===== src/rtl/game_pkg.sv =====
// Shared types and helpers for the Simon sequence game core.
package game_pkg;

   typedef enum logic [2:0] {
      S_IDLE,
      S_GEN,
      S_SHOW_ON,
      S_SHOW_GAP,
      S_WAIT_IN,
      S_WIN,
      S_FAIL
   } game_state_t;

   localparam logic [15:0] LFSR_MASK   = 16'hB400;
   localparam logic [15:0] ALT_PATTERN = 16'h5555;

   function automatic logic [15:0] onehot(input logic [3:0] idx);
      return 16'h0001 << idx;
   endfunction

   function automatic logic [15:0] lfsr_next(input logic [15:0] s);
      return {1'b0, s[15:1]} ^ (s[0] ? LFSR_MASK : 16'h0000);
   endfunction

endpackage


===== src/rtl/game_lfsr.sv =====
// Free-running 16-bit Galois LFSR; shifts every cycle, reloads SEED on reset.
module game_lfsr
   import game_pkg::*;
#(
   parameter logic [15:0] SEED = 16'hACE1
) (
   input  logic        osc_clk,
   input  logic        reset_n,
   output logic [15:0] q
);

   logic [15:0] lfsr_q;

   // NOTE: sequential state uses non-blocking assignments so every register samples pre-edge values.
   always_ff @(posedge osc_clk) begin
      if (reset_n) lfsr_q <= SEED;
      else         lfsr_q <= lfsr_next(lfsr_q);
   end

   assign q = lfsr_q;

endmodule


===== src/rtl/simon_sequence_game.sv =====
// Simon-style LED/button memory game core (single clock, synchronous active-high reset).
// Optional input timeout in WAIT_IN is enabled by defining INPUT_TIMEOUT_EN.
module simon_sequence_game
   import game_pkg::*;
#(
   parameter int          N_LEDS        = 4,
   parameter int          MAX_LEN       = 8,
   parameter int          TICKS_ON      = 50_000_000,
   parameter int          TICKS_GAP     = 25_000_000,
   parameter logic [15:0] LFSR_SEED     = 16'hACE1,
   parameter int          TIMEOUT_TICKS = 250_000_000
) (
   input  logic                         osc_clk,
   input  logic                         reset_n,
   input  logic                         start,
   input  logic [N_LEDS-1:0]            button,
   output logic [N_LEDS-1:0]            led,
   output logic [$clog2(MAX_LEN+1)-1:0] round,
   output logic                         busy,
   output logic                         win,
   output logic                         fail
);

   localparam int IDX_W    = $clog2(N_LEDS);
   localparam int STEP_W   = (MAX_LEN > 1) ? $clog2(MAX_LEN) : 1;
   localparam int RND_W    = $clog2(MAX_LEN + 1);
   localparam int TICK_MAX = (TICKS_ON > TICKS_GAP) ? TICKS_ON : TICKS_GAP;
   localparam int CNT_W    = (TICK_MAX > 1) ? $clog2(TICK_MAX) : 1;

   localparam logic [CNT_W-1:0]  ON_LAST  = CNT_W'(TICKS_ON - 1);
   localparam logic [CNT_W-1:0]  GAP_LAST = CNT_W'(TICKS_GAP - 1);
   localparam logic [STEP_W-1:0] GEN_LAST = STEP_W'(MAX_LEN - 1);
   localparam logic [RND_W-1:0]  RND_MAX  = RND_W'(MAX_LEN);

   game_state_t       state_q, state_d;
   logic [CNT_W-1:0]  cnt_q, cnt_d;
   logic [STEP_W-1:0] step_q, step_d;
   logic [RND_W-1:0]  round_q, round_d;
   logic [N_LEDS-1:0] btn_q;
   logic [IDX_W-1:0]  seq_q [MAX_LEN];

   logic [15:0]       lfsr_val;
   logic [N_LEDS-1:0] press;
   logic [N_LEDS-1:0] target;
   logic              last_step;
   logic              unused_lfsr;

`ifdef INPUT_TIMEOUT_EN
   localparam int             TO_W    = (TIMEOUT_TICKS > 1) ? $clog2(TIMEOUT_TICKS) : 1;
   localparam logic [TO_W-1:0] TO_LAST = TO_W'(TIMEOUT_TICKS - 1);
   logic [TO_W-1:0] to_q, to_d;
`endif

   game_lfsr #(.SEED(LFSR_SEED)) u_lfsr (
      .osc_clk (osc_clk),
      .reset_n (reset_n),
      .q       (lfsr_val)
   );

   // Only the low index bits feed the sequence; the rest of the LFSR is pure state.
   assign unused_lfsr = ^lfsr_val[15:IDX_W];

   assign press     = button & ~btn_q;
   assign target    = N_LEDS'(onehot(4'(seq_q[step_q])));
   assign last_step = (RND_W'(step_q) + RND_W'(1)) == round_q;

   always_ff @(posedge osc_clk) begin
      if (reset_n) begin
         state_q <= S_IDLE;
         cnt_q   <= '0;
         step_q  <= '0;
         round_q <= '0;
         btn_q   <= '0;
`ifdef INPUT_TIMEOUT_EN
         to_q    <= '0;
`endif
      end else begin
         state_q <= state_d;
         cnt_q   <= cnt_d;
         step_q  <= step_d;
         round_q <= round_d;
         btn_q   <= button;
`ifdef INPUT_TIMEOUT_EN
         to_q    <= to_d;
`endif
      end
   end

   // NOTE: the sequence store is deliberately not reset; GEN rewrites every entry before replay reads it.
   always_ff @(posedge osc_clk) begin
      if (state_q == S_GEN) seq_q[step_q] <= lfsr_val[IDX_W-1:0];
   end

   // NOTE: every variable gets a default before the case so no path can infer a latch.
   always_comb begin
      state_d = state_q;
      cnt_d   = '0;
      step_d  = step_q;
      round_d = round_q;
`ifdef INPUT_TIMEOUT_EN
      to_d    = '0;
`endif
      unique case (state_q)
         S_IDLE, S_WIN, S_FAIL: begin
            if (start) begin
               state_d = S_GEN;
               step_d  = '0;
               round_d = '0;
            end
         end
         S_GEN: begin
            if (step_q == GEN_LAST) begin
               state_d = S_SHOW_ON;
               step_d  = '0;
               round_d = RND_W'(1);
            end else begin
               step_d = step_q + 1'b1;
            end
         end
         S_SHOW_ON: begin
            if (cnt_q == ON_LAST) state_d = S_SHOW_GAP;
            else                  cnt_d   = cnt_q + 1'b1;
         end
         S_SHOW_GAP: begin
            if (cnt_q != GAP_LAST) begin
               cnt_d = cnt_q + 1'b1;
            end else if (last_step) begin
               step_d  = '0;
               state_d = S_WAIT_IN;
            end else begin
               step_d  = step_q + 1'b1;
               state_d = S_SHOW_ON;
            end
         end
         S_WAIT_IN: begin
            if (press == '0) begin
`ifdef INPUT_TIMEOUT_EN
               if (to_q == TO_LAST) state_d = S_FAIL;
               else                 to_d    = to_q + 1'b1;
`endif
            end else if (press == target) begin
               if (!last_step) begin
                  step_d = step_q + 1'b1;
               end else if (round_q == RND_MAX) begin
                  state_d = S_WIN;
               end else begin
                  round_d = round_q + 1'b1;
                  step_d  = '0;
                  state_d = S_SHOW_ON;
               end
            end else begin
               state_d = S_FAIL;
            end
         end
         default: state_d = S_IDLE;
      endcase
   end

   always_comb begin
      unique case (state_q)
         S_SHOW_ON: led = target;
         S_WAIT_IN: led = button;
         S_WIN:     led = N_LEDS'(ALT_PATTERN);
         S_FAIL:    led = '1;
         default:   led = '0;
      endcase
   end

   assign round = round_q;
   assign busy  = state_q inside {S_GEN, S_SHOW_ON, S_SHOW_GAP, S_WAIT_IN};
   assign win   = (state_q == S_WIN);
   assign fail  = (state_q == S_FAIL);

endmodule


===== config.mk =====
export PLATFORM = sky130hd
export DESIGN_NAME = simon_sequence_game
export DESIGN_NICKNAME = d
export VERILOG_FILES = /design/src/rtl/game_pkg.sv /design/src/rtl/game_lfsr.sv /design/src/rtl/simon_sequence_game.sv
export SDC_FILE = /design/constraint.sdc
export NUM_CORES = 1
export LEC_CHECK = 0
export BUFFER_PORTS_ARGS = -buffer_cell sky130_fd_sc_hd__buf_4
export CAP_MARGIN = 10
export CORE_ASPECT_RATIO = 0.6
export CORE_MARGIN = 2
export CORE_UTILIZATION = 40
export CTS_CLUSTER_SIZE = 10
export DETAILED_ROUTE_END_ITERATION = 12
export PLACE_DENSITY = 0.61
export SYNTH_ARGS = -nofsm -noshare
export SYNTH_HDL_FRONTEND = slang
export SYNTH_SLANG_ARGS = --single-unit

===== constraint.sdc =====
create_clock -name osc_clk -period 3.1 [get_ports osc_clk]
set_clock_uncertainty 0.1 [all_clocks]
set_input_delay 0.775 -clock osc_clk [delete_from_list [all_inputs] [get_ports osc_clk]]
set_output_delay 0.775 -clock osc_clk [all_outputs]
set_load 0.01 [all_outputs]

==> metrics.md <==
| Metric | Value |
|---|---|
| Most common cell after layout, fill and taps aside | dfxtp_1 |
| Yosys cell types | 53 |
| DR vias | roughly 2700 |
| Sink Count | 75 |
| WP data arrival | 2.04 ns |
| P_sw | between 0.0007 and 0.0008 W |
| Layout cells sized above 1 | between 10% and 20% |
| # rows | 26 |
| DP Worst Slack | 0.3319 ns |
| First-pass DRT Iterations | 7 |
| Pint | a little under 0.002 W |
| Die width | around 120 µm |
| Leakage | 1.461 nW |
| Die Y | 76.60 µm |
| Vias per Instance | between 5 and 6 |
| Rel. slew slack | approximately three fifths |
| GPL Wtd Cong | between 0.8 and 0.9 |
| Initial core utilization | ~41% |
| RSZ-0062 raised after global routing | false |
| Switching Share | around 28% |
| Setup crit end kind | output port |
| Diode count | 0 |
| Max-Cap Viols | 0 |
| Crit path time final | about 2.9 ns |
| Pwr Density | about 670 nW/µm² |
| DRC Markers | 0 |
| DP Area | approximately 3800 µm² |
| Synth Instances | between 300 and 400 |
| Crit share post-route | between 90% and 100% |
| Fin. max-slew vios | 0 |
| Largest net degree at the start of global routing | 35 |
| Worst Path Max Fanout | 6 |
| Final instance area | between 4000 and 5000 µm² |
| Clock power frac | between 30% and 40% |
| Fill cells | 797 |
| Max VDD drop | 0.3908 mV |
| Post-Syn Area | approximately 3500 µm² |
| CTS Buf Count | 9 |
| Root buf cell | clkbuf_16 |
| Sequential Power Share | between 30% and 40% |
| Clock Path Buffers | 2 |
| CTS tree | built |
| GRT Total Usage | approximately 16% |
| Yosys reg bits | 75 |
| Routed Antenna Nets | 0 |
| Initial antenna violation count | 0 |
| Total power draw | about 0.0027 W |
| Setup CP Type | reg -> out |
| Post-Syn Nets | about 380 |
| Placeable Area | 8523 µm² |
| P&R area growth vs syn | 16.60% |
| Fin Setup TNS | 0 ns |
| DR WL/cell | ~15 µm |
| Die area | approximately 9600 µm² |
| Post-synth EDFFs | 16 |
| Clk slew on worst S/H paths | ~0.060 ns |
| Sequential cell area fraction in the yosys report | 47.29% |
| Logic pwr share | roughly 22% |
| # setup viols final | 0 |
| Synth Flop Type | dfxtp_1 |
| First-pass GRT wire length | about 12000 µm |
| Vias in the first global route | roughly 2400 |
| Hold buffer count at cts | 0 |
| Detailed placement HPWL | ~5500 µm |
| Syn avg cell area | approximately 9.6 µm² |
| CP startpoint kind | flip-flop |
| Final wirelength | between 7000 and 8000 µm |
| Final WS setup | about 0.19 ns |
| Yosys warns | 0 |
| Worst hold-check path type | reg -> reg |
| Final hold vios | 0 |
| Final net count | slightly above 400 |
| I/O pin count | 18 |
| Worst skew pair latency | ~0.33 ns |
| F_max | approximately 340 MHz |
| Outcome | completed |
| # port buffers | 17 |
| Worst Path Required | ~2.2 ns |
| CTS H-tree depth | 3 |
| GR Overflow Total | 0 |
| Synth async-reset ratio | 0% |
| Worst Hold Slack | just over 0.3 ns |
| Initial DRC Count | 248 |
| Commonest non-fill, non-tap cells in the layout | 58 x dfxtp_1, 55 x nor2_1, 30 x nand2_1 |
| Actual slew at the worst max-slew pin | about 0.57 ns |
-- sequential cells by signal, summed over array words and instances, names as in the netlist, named ones only --
name      flops
step_q        3
state_q       3
btn_q         4
seq_q        16
u_lfsr.q     16
cnt_q        26
round         4
-- path summary, 6_finish.rpt --
check,cells after the start,start,endpoint,slack [ns]
hold / removal,1,u_lfsr.q[12],u_lfsr.q[11],0.31
hold reg to reg,1,u_lfsr.q[12],u_lfsr.q[11],0.31
setup reg to reg,7,flip-flop,flip-flop,0.28
setup / recovery,6,flip-flop,led[2],0.19
-- power groups by stage --
| stage | registers (W) | clock network (W) | logic, W |
|---|---|---|---|
| 2_1_floorplan | 0.00111 | 0 | 0.000437 |
| 3_3_place_gp | 0.00111 | 0 | 0.000594 |
| 3_5_place_dp | 0.00111 | 0 | 0.000601 |
| 4_1_cts | 0.00109 | 0.00107 | 0.000603 |
| 5_1_grt | 0.00109 | 0.00111 | 0.000673 |
| 6_report | 0.00109 | 0.00104 | 0.000609 |
-- critical path, cell delays in order (launching register included) --
cell,delay (ns)
dfxtp_1,0.39
mux4_1,0.62
mux2i_4,0.25
nor2_1,0.07
a21oi_1,0.16
nor2_1,0.07
buf_4,0.14
-- through the flow --
stage                     std cells  util, %
after floorplan                 367        -
after global placement          495    44.47
after detailed placement        495    44.47
after CTS                       511    48.05
after global routing            511    48.06
final                           511    48.06
-- synth_stat cells, drive strengths merged (2+ instances only) --
cell    count  share of area [%]
a21oi      14                2.0
dfxtp      59                 34
nand2      30                3.2
inv         5               0.53
xnor2      18                4.5
nand3b      6                1.3
nand4       7                1.2
and3b       2               0.53
ha          5                1.8
xor2       11                2.7
nor2       55                5.9
mux2i       4                1.5
o21ai      16                2.3
and3        9                1.7
o31ai       3               0.64
nor4        5               0.89
nor2b      15                2.7
nor3        9                1.3
or2         7                1.2
mux4        4                2.9
nand3       8                1.1
edfxtp     16                 14
clkbuf     10                1.7
or3         4               0.71
or4         2               0.46
nand2b     13                2.3
and2        3               0.53
a31oi       7                1.2
o21a        3               0.64
-- final cells by class --
| type | instances | area [µm²] | area share, % |
|---|---|---|---|
| clock buffer | 12 | 256.5 | 6.261 |
| sequential | 75 | 1663 | 40.59 |
| tap | 112 | 140.1 | 3.421 |
| timing repair buffer | 26 | 195.2 | 4.765 |
| multi-input combinational | 276 | 1770 | 43.22 |
| inverter | 6 | 22.52 | 0.5498 |
| clock inverter | 4 | 48.80 | 1.191 |
-- cells by family after synthesis --
group | Yosys count | share of synthesized area [%]
compound gates | 52 | 10.04
xor+xnor | 29 | 7.229
fa+ha+maj | 5 | 1.781
buf+inv | 16 | 2.315
flops | 75 | 47.29
mux | 9 | 4.701
simple gates | 181 | 26.64
-- repair_timing --
action	CTS	global route
buffers inserted	0	0
endpoints found under the setup margin	0	1
hold endpoints to repair	0	0
gates resized for setup	0	1
-- routing by layer --
layer | up-vias | track usage (%) | part of all wire [%]
li1 | 1349 | - | -
met1 | 1256 | 26.30 | 56
met2 | 83 | 20.22 | 37
met3 | 4 | 4.635 | 5.7
met4 | 0 | 5.667 | 1.0
met5 | - | 0 | 0
Power figures use the tool's default switching activity.
